`config.mk`:
```
export PLATFORM = sky130hd
export DESIGN_NAME = de_hazard_reg
export DESIGN_NICKNAME = d
export VERILOG_FILES = /design/src/rtl/mips_pkg.sv /design/src/rtl/instr_decode.sv /design/src/rtl/de_hazard_reg.sv
export SDC_FILE = /design/constraint.sdc
export NUM_CORES = 1
export LEC_CHECK = 0
export BUFFER_PORTS_ARGS = -buffer_cell sky130_fd_sc_hd__buf_2
export CORE_AREA = 2 2 129 131
export DETAILED_ROUTE_END_ITERATION = 10
export DIE_AREA = 0 0 131 133
export GPL_TIMING_DRIVEN = 0
export PLACE_DENSITY = 0.67
export SLEW_MARGIN = 20
export SYNTH_ARGS = -nofsm -noshare
export SYNTH_HDL_FRONTEND = slang
export SYNTH_SLANG_ARGS = --single-unit
```
`constraint.sdc`:
```
create_clock -name clk -period 5.45 [get_ports clk]
set_input_delay 1.09 -clock clk [delete_from_list [all_inputs] [get_ports clk]]
set_output_delay 1.09 -clock clk [all_outputs]
set_load 0.02 [all_outputs]
```
`src/rtl/mips_pkg.sv`:
```
// rtl/mips_pkg.sv - shared opcode/funct constants, Tuse/Tnew encodings and decode types
package mips_pkg;

  // Primary opcodes (instr[31:26])
  localparam logic [5:0] OP_RTYPE = 6'h00;
  localparam logic [5:0] OP_J     = 6'h02;
  localparam logic [5:0] OP_JAL   = 6'h03;
  localparam logic [5:0] OP_BEQ   = 6'h04;
  localparam logic [5:0] OP_ORI   = 6'h0D;
  localparam logic [5:0] OP_LUI   = 6'h0F;
  localparam logic [5:0] OP_LW    = 6'h23;
  localparam logic [5:0] OP_SW    = 6'h2B;

  // R-type function codes (instr[5:0])
  localparam logic [5:0] FN_JR    = 6'h08;
  localparam logic [5:0] FN_ADDU  = 6'h21;
  localparam logic [5:0] FN_SUBU  = 6'h23;

  // Register numbers with special meaning
  localparam logic [4:0] REG_ZERO = 5'd0;
  localparam logic [4:0] REG_RA   = 5'd31;

  // Cycles until a produced value can be forwarded
  localparam logic [1:0] TNEW_0   = 2'd0;
  localparam logic [1:0] TNEW_1   = 2'd1;
  localparam logic [1:0] TNEW_2   = 2'd2;

  // Cycles until an operand is consumed; NEVER is larger than any Tnew,
  // so a plain Tuse < Tnew compare can never stall on an unused operand.
  localparam logic [1:0] TUSE_0     = 2'd0;
  localparam logic [1:0] TUSE_1     = 2'd1;
  localparam logic [1:0] TUSE_2     = 2'd2;
  localparam logic [1:0] TUSE_NEVER = 2'd3;

  typedef enum logic [3:0] {
    CLS_NOP  = 4'd0,
    CLS_ADDU = 4'd1,
    CLS_SUBU = 4'd2,
    CLS_ORI  = 4'd3,
    CLS_LW   = 4'd4,
    CLS_SW   = 4'd5,
    CLS_BEQ  = 4'd6,
    CLS_LUI  = 4'd7,
    CLS_JAL  = 4'd8,
    CLS_JR   = 4'd9,
    CLS_J    = 4'd10
  } instr_cls_e;

  // A result one stage further down the pipe is one cycle closer to ready.
  function automatic logic [1:0] tnew_age(input logic [1:0] tnew);
    return (tnew == TNEW_0) ? TNEW_0 : (tnew - 2'd1);
  endfunction

endpackage

```
`src/rtl/instr_decode.sv`:
```
// rtl/instr_decode.sv - instruction class, source/destination registers, Tnew and Tuse
module instr_decode
  import mips_pkg::*;
(
  input  logic [31:0] instr_i,
  output logic [3:0]  cls_o,
  output logic [4:0]  rs_o,
  output logic [4:0]  rt_o,
  output logic [4:0]  a3_o,
  output logic [1:0]  tnew_o,
  output logic [1:0]  tuse_rs_o,
  output logic [1:0]  tuse_rt_o
);

  logic [5:0] op;
  logic [5:0] funct;
  logic [4:0] rd;
  instr_cls_e cls;
  logic       unused_instr;

  assign op    = instr_i[31:26];
  assign funct = instr_i[5:0];
  assign rd    = instr_i[15:11];
  assign rs_o  = instr_i[25:21];
  assign rt_o  = instr_i[20:16];
  assign cls_o = cls;

  // shamt is irrelevant to every supported instruction
  assign unused_instr = ^instr_i[10:6];

  // Classify the encoding; anything outside the supported set behaves as nop
  always_comb begin
    cls = CLS_NOP;
    case (op)
      OP_RTYPE: begin
        case (funct)
          FN_ADDU: cls = CLS_ADDU;
          FN_SUBU: cls = CLS_SUBU;
          FN_JR:   cls = CLS_JR;
          default: cls = CLS_NOP;
        endcase
      end
      OP_ORI:  cls = CLS_ORI;
      OP_LW:   cls = CLS_LW;
      OP_SW:   cls = CLS_SW;
      OP_BEQ:  cls = CLS_BEQ;
      OP_LUI:  cls = CLS_LUI;
      OP_JAL:  cls = CLS_JAL;
      OP_J:    cls = CLS_J;
      default: cls = CLS_NOP;
    endcase
  end

  // Destination register, result latency and operand deadlines per class
  always_comb begin
    a3_o      = REG_ZERO;
    tnew_o    = TNEW_0;
    tuse_rs_o = TUSE_NEVER;
    tuse_rt_o = TUSE_NEVER;
    case (cls)
      CLS_ADDU, CLS_SUBU: begin
        a3_o      = rd;
        tnew_o    = TNEW_1;
        tuse_rs_o = TUSE_1;
        tuse_rt_o = TUSE_1;
      end
      CLS_ORI: begin
        a3_o      = rt_o;
        tnew_o    = TNEW_1;
        tuse_rs_o = TUSE_1;
      end
      CLS_LW: begin
        a3_o      = rt_o;
        tnew_o    = TNEW_2;
        tuse_rs_o = TUSE_1;
      end
      CLS_LUI: begin
        a3_o      = rt_o;
        tnew_o    = TNEW_1;
      end
      CLS_SW: begin
        tuse_rs_o = TUSE_1;
        tuse_rt_o = TUSE_2;
      end
      CLS_BEQ: begin
        tuse_rs_o = TUSE_0;
        tuse_rt_o = TUSE_0;
      end
      CLS_JR: begin
        tuse_rs_o = TUSE_0;
      end
      CLS_JAL: begin
        a3_o      = REG_RA;
        tnew_o    = TNEW_0;
      end
      default: begin
        a3_o      = REG_ZERO;
      end
    endcase
  end

endmodule

```
`src/rtl/de_hazard_reg.sv`:
```
// rtl/de_hazard_reg.sv - D/E pipeline register with Tuse/Tnew stall detection; optional stall counter under DE_STALL_CNT_EN
module de_hazard_reg
  import mips_pkg::*;
(
  input  logic        clk,
  input  logic        reset,
  input  logic [31:0] D_Instr,
  input  logic [31:0] D_PC8,
  input  logic [31:0] D_RD1_forward,
  input  logic [31:0] D_RD2_forward,
  input  logic [31:0] D_Ext,
  output logic        Stall,
  output logic [31:0] EX_Instr_o,
  output logic [31:0] EX_PC8_o,
  output logic [31:0] EX_RD1_o,
  output logic [31:0] EX_RD2_o,
  output logic [31:0] EX_Ext_o,
  output logic [4:0]  EX_RegAddr_o,
  output logic [1:0]  EX_Tnew_o
`ifdef DE_STALL_CNT_EN
  ,
  output logic [31:0] stall_cnt
`endif
);

  // E-stage registers
  logic [31:0] ex_instr_q, ex_instr_d;
  logic [31:0] ex_pc8_q,   ex_pc8_d;
  logic [31:0] ex_rd1_q,   ex_rd1_d;
  logic [31:0] ex_rd2_q,   ex_rd2_d;
  logic [31:0] ex_ext_q,   ex_ext_d;
  logic [4:0]  ex_a3_q,    ex_a3_d;
  logic [1:0]  ex_tnew_q,  ex_tnew_d;

  // M-stage shadow: only what hazard detection needs from the next stage
  logic [4:0]  m_a3_q,     m_a3_d;
  logic [1:0]  m_tnew_q,   m_tnew_d;

  // Decode of the instruction in D
  logic [3:0]  d_cls;
  logic [4:0]  d_rs, d_rt, d_a3;
  logic [1:0]  d_tnew, d_tuse_rs, d_tuse_rt;

  // Decode of the instruction in E (bubble decodes as nop: A3 0, Tnew 0)
  logic [3:0]  e_cls;
  logic [4:0]  e_rs, e_rt, e_a3;
  logic [1:0]  e_tnew, e_tuse_rs, e_tuse_rt;

  logic        rs_hazard, rt_hazard;
  logic        unused_dec;

  instr_decode u_dec_d (
    .instr_i   (D_Instr),
    .cls_o     (d_cls),
    .rs_o      (d_rs),
    .rt_o      (d_rt),
    .a3_o      (d_a3),
    .tnew_o    (d_tnew),
    .tuse_rs_o (d_tuse_rs),
    .tuse_rt_o (d_tuse_rt)
  );

  instr_decode u_dec_e (
    .instr_i   (ex_instr_q),
    .cls_o     (e_cls),
    .rs_o      (e_rs),
    .rt_o      (e_rt),
    .a3_o      (e_a3),
    .tnew_o    (e_tnew),
    .tuse_rs_o (e_tuse_rs),
    .tuse_rt_o (e_tuse_rt)
  );

  // Fields of the decoders that hazard detection has no use for
  assign unused_dec = ^{d_cls, e_cls, e_rs, e_rt, e_tuse_rs, e_tuse_rt};

  // Stall when a nonzero D source is produced in E or M later than D needs it;
  // depends only on D inputs and registered state
  always_comb begin
    rs_hazard = 1'b0;
    rt_hazard = 1'b0;
    if (d_rs != REG_ZERO) begin
      rs_hazard = ((d_rs == e_a3)   && (d_tuse_rs < e_tnew)) ||
                  ((d_rs == m_a3_q) && (d_tuse_rs < m_tnew_q));
    end
    if (d_rt != REG_ZERO) begin
      rt_hazard = ((d_rt == e_a3)   && (d_tuse_rt < e_tnew)) ||
                  ((d_rt == m_a3_q) && (d_tuse_rt < m_tnew_q));
    end
    Stall = rs_hazard | rt_hazard;
  end

  // Next E contents: the D instruction when free to issue, otherwise a bubble
  always_comb begin
    ex_instr_d = '0;
    ex_pc8_d   = '0;
    ex_rd1_d   = '0;
    ex_rd2_d   = '0;
    ex_ext_d   = '0;
    ex_a3_d    = REG_ZERO;
    ex_tnew_d  = TNEW_0;
    if (!Stall) begin
      ex_instr_d = D_Instr;
      ex_pc8_d   = D_PC8;
      ex_rd1_d   = D_RD1_forward;
      ex_rd2_d   = D_RD2_forward;
      ex_ext_d   = D_Ext;
      ex_a3_d    = d_a3;
      ex_tnew_d  = d_tnew;
    end
  end

  // The shadow follows E every cycle, stalled or not
  always_comb begin
    m_a3_d   = ex_a3_q;
    m_tnew_d = tnew_age(ex_tnew_q);
  end

  // E registers and M shadow; reset overrides both load and bubble
  always_ff @(posedge clk) begin
    if (reset) begin
      ex_instr_q <= '0;
      ex_pc8_q   <= '0;
      ex_rd1_q   <= '0;
      ex_rd2_q   <= '0;
      ex_ext_q   <= '0;
      ex_a3_q    <= REG_ZERO;
      ex_tnew_q  <= TNEW_0;
      m_a3_q     <= REG_ZERO;
      m_tnew_q   <= TNEW_0;
    end else begin
      ex_instr_q <= ex_instr_d;
      ex_pc8_q   <= ex_pc8_d;
      ex_rd1_q   <= ex_rd1_d;
      ex_rd2_q   <= ex_rd2_d;
      ex_ext_q   <= ex_ext_d;
      ex_a3_q    <= ex_a3_d;
      ex_tnew_q  <= ex_tnew_d;
      m_a3_q     <= m_a3_d;
      m_tnew_q   <= m_tnew_d;
    end
  end

  assign EX_Instr_o   = ex_instr_q;
  assign EX_PC8_o     = ex_pc8_q;
  assign EX_RD1_o     = ex_rd1_q;
  assign EX_RD2_o     = ex_rd2_q;
  assign EX_Ext_o     = ex_ext_q;
  assign EX_RegAddr_o = ex_a3_q;
  assign EX_Tnew_o    = ex_tnew_q;

`ifdef DE_STALL_CNT_EN
  logic [31:0] stall_cnt_q, stall_cnt_d;

  // Count stalled edges, holding at all-ones instead of wrapping
  always_comb begin
    stall_cnt_d = stall_cnt_q;
    if (Stall && (stall_cnt_q != 32'hFFFF_FFFF)) begin
      stall_cnt_d = stall_cnt_q + 32'd1;
    end
  end

  // Counter register
  always_ff @(posedge clk) begin
    if (reset) begin
      stall_cnt_q <= '0;
    end else begin
      stall_cnt_q <= stall_cnt_d;
    end
  end

  assign stall_cnt = stall_cnt_q;
`endif

endmodule

```
==> summary.md, run 1 <==
| Metric | Value |
|---|---|
| Max Fclk | 194 MHz |
| Fin worst setup slack | 0.288 ns |
| P_leak | 4.06 nW |
| Cts bufs inserted | 17 |
| I/O Pins | 330 |
| Clock slew at reported path FFs | 0.06 ns |
| Max clock buf depth | 2 |
| Status | finished, final reports clean |
| N_diodes | 0 |
| Starting density of the core | 0.353 |
| Pins Over Slew Limit | 0 |
| Starting DRT DRC Count | 276 |
| Post-layout nets | 1037 |
| Ys async rst share | 0 |
| Startpoint Class | input pin |
| First-pass GRT wire length | 25100 µm |
| Vias per cell | 4.39 |
| DR pass1 iterations | 4 |
| Post-route DRC | 0 |
| CP max-delay cell | o41ai_2 |
| Synth unique cells | 57 |
| Layout cell share with drive strength beyond 1 | 0.442 |
| Post-route insts no fill | 1102 |
| Max_cap viols | 0 |
| Classification of the worst setup path | in -> out |
| Tightest Pin Transition | 0.554 ns |
| Netlist Area Pre-Place | 5710 µm² |
| Multi-input gate area | 2080 µm² |
| Rel. slew slack | 0.629 |
| Commonest non-fill, non-tap cell in the layout | buf_2 |
| Fin. Hold Viols | 0 |
| Final Power | 0.00298 W |
| Final hold slack | 0.470 ns |
| Chip width | 131 µm |
| DP HPWL | 13300 µm |
| CP peak stage delay | 0.49 ns |
| Critical-path cell list | buf_2, nand2b_1, nor3_2, a31o_2, a41oi_1, nor3_1, a21oi_1, a211oi_1, ha_1, inv_1, o221ai_1, o41ai_2, a211o_1, buf_2, buf_2 |
| Max IR drop VDD | 0.217 mV |
| Main flop type after synthesis | dfxtp_1 |
| Final wirelength | 16800 µm |
| Syn_area_per_cell | 10.9 µm² |
| Port Buffer Count | 327 |
| TritonCTS clock tree | done |
| Total die area | 17400 µm² |
| CTS sink count | 174 |
| Power Dens Cells | 359 nW/µm² |
| EDFF count, synth | 0 |
| GPL Wtd Cong | 0.893 |
| Worst Path Arrival | 4.07 ns |
| Setup TNS | 0 ns |
| Synthesized Nets | 689 |
| Critical path's top delay family | compound AO/OA/AOI/OAI gates |
| Cts hold-fix bufs | 0 |
| Clk_skew | 0.0166 ns |
| Antenna Nets Post-Route | 0 |
| Fillers | 1520 |
| Register bit total from synthesis | 174 |
| Clk root buf | clkbuf_16 |
| Worst-skew pair later-pin latency | 0.43 ns |
| Register Area | 3480 µm² |
| Place WS | -0.386 ns |
| Core Region | 16200 µm² |
| Via count | 4842 |
| Die Ht | 133 µm |
| Number of placed instances, taps included | 1069 |
| Synth-to-Final Area Change | 45.2% |
| Antenna violations before repair | 2 |
| Tot GR Track Use | 0.193 |
| Mapped Cells | 522 |
| RSZ-0062 raised after global routing | false |
| Period utilisation layout | 0.947 |
| Worst Path Max Fanout | 10 |
| Kind of capture point of the worst setup path | primary output |
| Sequential share of the synthesized area | 0.610 |
| Ys Warns | 0 |
| H-tree levels | 4 |
| Pin count of the biggest net entering global routing | 17 |
| Total gr overflow | 0 |
| Most used cell, CP | buf_2 |
| Vias in the first global route | 4725 |
| Routed len/inst | 15.3 µm |
| Fin crit period | 5.16 ns |
| Data required time at the worst endpoint | 4.36 ns |
| Hold Crit Class | reg -> reg |
| Row count | 47 |
| Endpoints failing setup | 0 |
| Most frequent cells in the layout | 340 x buf_2, 174 x dfxtp_1, 156 x and2_1 |
| Crit path buffers/inverters | 4 |
cells in the mapped netlist (all sizes together), types with 4 or more instances:
master	n	area share
a211o	4	0.0061
a211oi	5	0.0066
a21oi	7	0.0061
a221oi	6	0.0092
and2	156	0.17
and3	4	0.0044
buf	17	0.017
clkbuf	7	0.0046
dfxtp	174	0.61
ha	5	0.011
inv	19	0.012
nand2	6	0.0039
nor2	9	0.0059
nor2b	5	0.0055
nor3	22	0.020
nor4	9	0.0099
o21ai	4	0.0035
or4	4	0.0066
xnor2	8	0.012
metrics by stage:
step | area [µm²] | util
5_1_grt | 8290 | 0.513
3_5_place_dp | 7620 | 0.471
6_report | 8290 | 0.513
3_3_place_gp | 7620 | 0.471
2_1_floorplan | 5710 | -
4_1_cts | 8260 | 0.511
final cells by class:
cell class,instances,area share
Timing Repair Buffer,329,0.199
Inverter,19,0.00860
Multi-Input combinational cell,305,0.251
Clock inverter,13,0.0214
Sequential cell,174,0.420
Tap cell,220,0.0332
Buffer,24,0.0148
Clock buffer,18,0.0518
report_power, final:
part	switching, W	internal [W]	total [W]
clock network	0.000534	0.000732	0.00127
registers	0.0000209	0.00134	0.00136
logic	0.000204	0.000145	0.000349
total	0.000758	0.00222	0.00298
metal layers:
layer  vias up  routed length [µm]  share of wire  track usage
met1      2170                6450           0.38        0.212
met4         4                 391          0.023       0.0780
li1       2437                   -              -            -
met3        29                1310          0.078       0.0704
met2       202                8670           0.51        0.333
met5         -                  30         0.0018            0
flip-flops by register name (all words and copies together), names as in the netlist:
| register | flops |
|---|---|
| EX_PC8_o | 32 |
| EX_Ext_o | 32 |
| EX_RegAddr_o | 5 |
| EX_Tnew_o | 2 |
| EX_RD2_o | 32 |
| m_a3_q | 5 |
| EX_Instr_o | 32 |
| m_tnew_q | 2 |
| EX_RD1_o | 32 |
worst reg2reg max path: stages, from the launching register on:
cell	delay, ns
dfxtp_1	0.33
or4_1	0.51
buf_2	0.19
or4_4	0.56
and3b_1	0.18
o211ai_1	0.18
nand3_1	0.21
a2111oi_4	0.53
buf_4	0.26
buf_2	0.21
and2_1	0.18
timing repair:
action                     CTS  global route
resized for setup            5             4
setup buffers                0             2
setup endpoints to repair    1             1
final timing paths:
check | start | to | slack, ns | cells past startpoint
max | D_Instr[31] | Stall | 0.29 | 15
min | EX_RegAddr_o[2]$_SDFF_PP0_ | m_a3_q[2]$_SDFF_PP0_ | 0.47 | 1
max reg2reg | EX_Instr_o[29]$_SDFF_PP0_ | EX_Ext_o[9]$_SDFF_PP0_ | 2.03 | 10
min reg2reg | EX_RegAddr_o[2]$_SDFF_PP0_ | m_a3_q[2]$_SDFF_PP0_ | 0.47 | 1
logic make-up after synthesis:
| group | synth area share |
|---|---|
| and+or+nand+nor | 0.255 |
| DFF | 0.610 |
| AOI/OAI and AO/OA | 0.0727 |
| buffers and inverters | 0.0337 |
| xor gates and xnor gates | 0.0153 |
| adders and majority gates | 0.0110 |
| muxes | 0.00175 |
No activity file was read; power rests on OpenSTA's default activity.
==> inputs of run 2 (changes only) <==
--- a/config.mk
+++ b/config.mk
@@ -6,11 +6,11 @@
 export NUM_CORES = 1
 export LEC_CHECK = 0
 export BUFFER_PORTS_ARGS = -buffer_cell sky130_fd_sc_hd__buf_2
-export CORE_AREA = 2 2 129 131
+export CORE_AREA = 2 2 128 130
 export DETAILED_ROUTE_END_ITERATION = 10
-export DIE_AREA = 0 0 131 133
+export DIE_AREA = 0 0 130 132
 export GPL_TIMING_DRIVEN = 0
-export PLACE_DENSITY = 0.67
+export PLACE_DENSITY = 0.68
 export SLEW_MARGIN = 20
 export SYNTH_ARGS = -nofsm -noshare
 export SYNTH_HDL_FRONTEND = slang
==> summary.md, run 2 (synthesis results as in run 1) <==
| Metric | Value |
|---|---|
| Status | finished, final reports clean |
| Worst Path Arrival | 4.17 ns (+0.10 ns) |
| TritonCTS clock tree | done |
| Post-route insts no fill | 1098 (-0.36%) |
| Vias in the first global route | 4729 (+0.085%) |
| Hold Crit Class | reg -> reg |
| Share of power burned in registers | 0.467 (+0.009) |
| Core Region | 15700 µm² (-2.8%) |
| Max_cap viols | 0 (unchanged) |
| Worst-skew pair later-pin latency | 0.43 ns (about the same) |
| Pins Over Slew Limit | 0 (unchanged) |
| Endpoints failing setup | 0 (unchanged) |
| Clk root buf | clkbuf_16 |
| Pin count of the biggest net entering global routing | 17 (unchanged) |
| H-tree levels | 4 (unchanged) |
| Via count | 4921 (+1.6%) |
| Die Ht | 132 µm (-0.75%) |
| GPL Wtd Cong | 0.872 (-2.4%) |
| Data required time at the worst endpoint | 4.36 ns (about the same) |
| Layout cell share with drive strength beyond 1 | 0.443 (+0.00100) |
| Kind of capture point of the worst setup path | primary output |
| Max clock buf depth | 2 (unchanged) |
| I/O Pins | 330 (unchanged) |
| Row count | 46 (-2.1%) |
| Fin crit period | 5.26 ns (+0.0996 ns) |
| Period utilisation layout | 0.965 (+0.0183) |
| Switching Fraction | 0.257 (+0.00217) |
| Post-route DRC | 0 (unchanged) |
| Starting density of the core | 0.363 (+0.0103) |
| Cell-internal power | 0.00217 W (-2.2%) |
| Setup TNS | 0 ns (unchanged) |
| Antenna violations before repair | 5 (+3) |
| CP peak stage delay | 0.48 ns (about the same) |
| Classification of the worst setup path | in -> out |
| Number of placed instances, taps included | 1065 (-0.37%) |
| CTS sink count | 174 (unchanged) |
| Fillers | 1500 (-1.3%) |
| Startpoint Class | input pin |
| Total die area | 17200 µm² (-1.5%) |
| Post-layout nets | 1036 (-0.096%) |
| Power Dens Cells | 353 nW/µm² (-1.6%) |
| Commonest non-fill, non-tap cell in the layout | buf_2 |
| Total gr overflow | 0 (unchanged) |
| P_leak | 4.04 nW (-0.39%) |
| DR pass1 iterations | 4 (unchanged) |
| Clk_skew | 0.0146 ns (-0.00198 ns) |
| Starting DRT DRC Count | 246 (-11%) |
| Combinational share of power | 0.120 (+0.003) |
| Synth-to-Final Area Change | 44.7% |
| CP max-delay cell | o41ai_2 |
| Fin. Hold Viols | 0 (unchanged) |
| Port Buffer Count | 327 (unchanged) |
| Clock group share of total power | 0.413 (-0.012) |
| Multi-input gate area | 2090 µm² (+0.30%) |
| Vias per cell | 4.48 (+2.0%) |
| Cts bufs inserted | 17 (unchanged) |
| Crit path buffers/inverters | 4 (unchanged) |
| Routed len/inst | 15.9 µm (+4.2%) |
| Chip width | 130 µm (-0.76%) |
| Tightest Pin Transition | 0.585 ns (+0.0310 ns) |
| Register Area | 3480 µm² (unchanged) |
| Switching power | 0.000751 W (-1.0%) |
| Clock slew at reported path FFs | 0.07 ns (about the same) |
| Critical-path cell list | buf_2, nand2b_1, nor3_2, a31o_2, a41oi_1, nor3_1, a21oi_1, a211oi_1, ha_1, inv_1, o221ai_1, o41ai_2, a211o_1, buf_2, buf_2 |
| Most used cell, CP | buf_2 |
| Rel. slew slack | 0.608 (-0.0208) |
| Placed cell areas | 7620 µm² (about the same) |
| First-pass GRT wire length | 26000 µm (+3.6%) |
| Most frequent cells in the layout | 340 x buf_2, 174 x dfxtp_1, 156 x and2_1 |
| Critical path's top delay family | compound AO/OA/AOI/OAI gates |
| Post-route cell area | 8270 µm² (-0.32%) |
| Worst Path Max Fanout | 10 (unchanged) |
| Tot GR Track Use | 0.203 (+0.0102) |
| Cts hold-fix bufs | 0 (unchanged) |
| Core Util, Final | 0.526 (+0.0133) |
| Max IR drop VDD | 0.193 mV (-11%) |
| Final Power | 0.00292 W (-1.9%) |
| Final wirelength | 17500 µm (+3.8%) |
| Max Fclk | 190 MHz (-1.9%) |
| Antenna Nets Post-Route | 0 (unchanged) |
| DP HPWL | 14100 µm (+6.5%) |
==> run 2: cell types whose count changed in the layout (fill, tap and decap cells not counted), sizes merged <==
| cell | before | now |
|---|---|---|
| buf | 346 | 345 |
| inv | 25 | 26 |
| clkbuf | 25 | 24 |
| bufinv | 3 | 2 |
| diode | 0 | 2 |
==> run 2: repair_timing <==
| item | 4_1_cts | 5_1_grt |
|---|---|---|
| setup endpoints to repair | 1 | 1 |
| resized for setup | 4 | 6 |
| setup buffers | 0 | 1 |
| pin swaps | 0 | 1 |
==> run 2: final timing paths <==
check	cells after the start	slack (ns)	startpoint	to
worst max-delay path	15	0.19	D_Instr[31]	Stall
worst min-delay path	1	0.46	EX_RegAddr_o[4]$_SDFF_PP0_	m_a3_q[4]$_SDFF_PP0_
worst max register to register	10	1.98	EX_Instr_o[29]$_SDFF_PP0_	EX_RD1_o[25]$_SDFF_PP0_
worst min register to register	1	0.46	EX_RegAddr_o[4]$_SDFF_PP0_	m_a3_q[4]$_SDFF_PP0_
==> run 2: cell type report <==
cell class / count / area share
sequential: 174 / 0.421
clock buffer: 17 / 0.0515
antenna: 2 / 0.000606
inverter: 19 / 0.00863
timing repair buffer: 328 / 0.199
tap: 216 / 0.0327
clock inverter: 13 / 0.0189
multi-input combinational: 305 / 0.252
buffer: 24 / 0.0148
==> run 2: power groups by stage <==
stage,sequential (W),clock [W],combinational [W]
global route,0.00137,0.00130,0.000381
detailed placement,0.00139,0,0.000351
finish,0.00136,0.00121,0.000351
global placement,0.00139,0,0.000348
floorplan,0.00148,0,0.0000959
CTS,0.00136,0.00124,0.000353
==> run 2: layer usage <==
layer	GRT usage	up-vias	share of wire
met4	0.0621	6	0.013
li1	-	2434	-
met1	0.221	2218	0.38
met5	0	-	0.0022
met3	0.0869	27	0.091
met2	0.355	236	0.52
==> run 2: metrics by stage <==
stage | hold WS [ns] | setup slack (ns)
2_1_floorplan | 0.542 | 0.502
3_3_place_gp | 0.447 | -0.331
3_5_place_dp | 0.445 | -0.340
4_1_cts | 0.458 | 0.0796
5_1_grt | 0.470 | -0.000753
6_report | 0.458 | 0.188
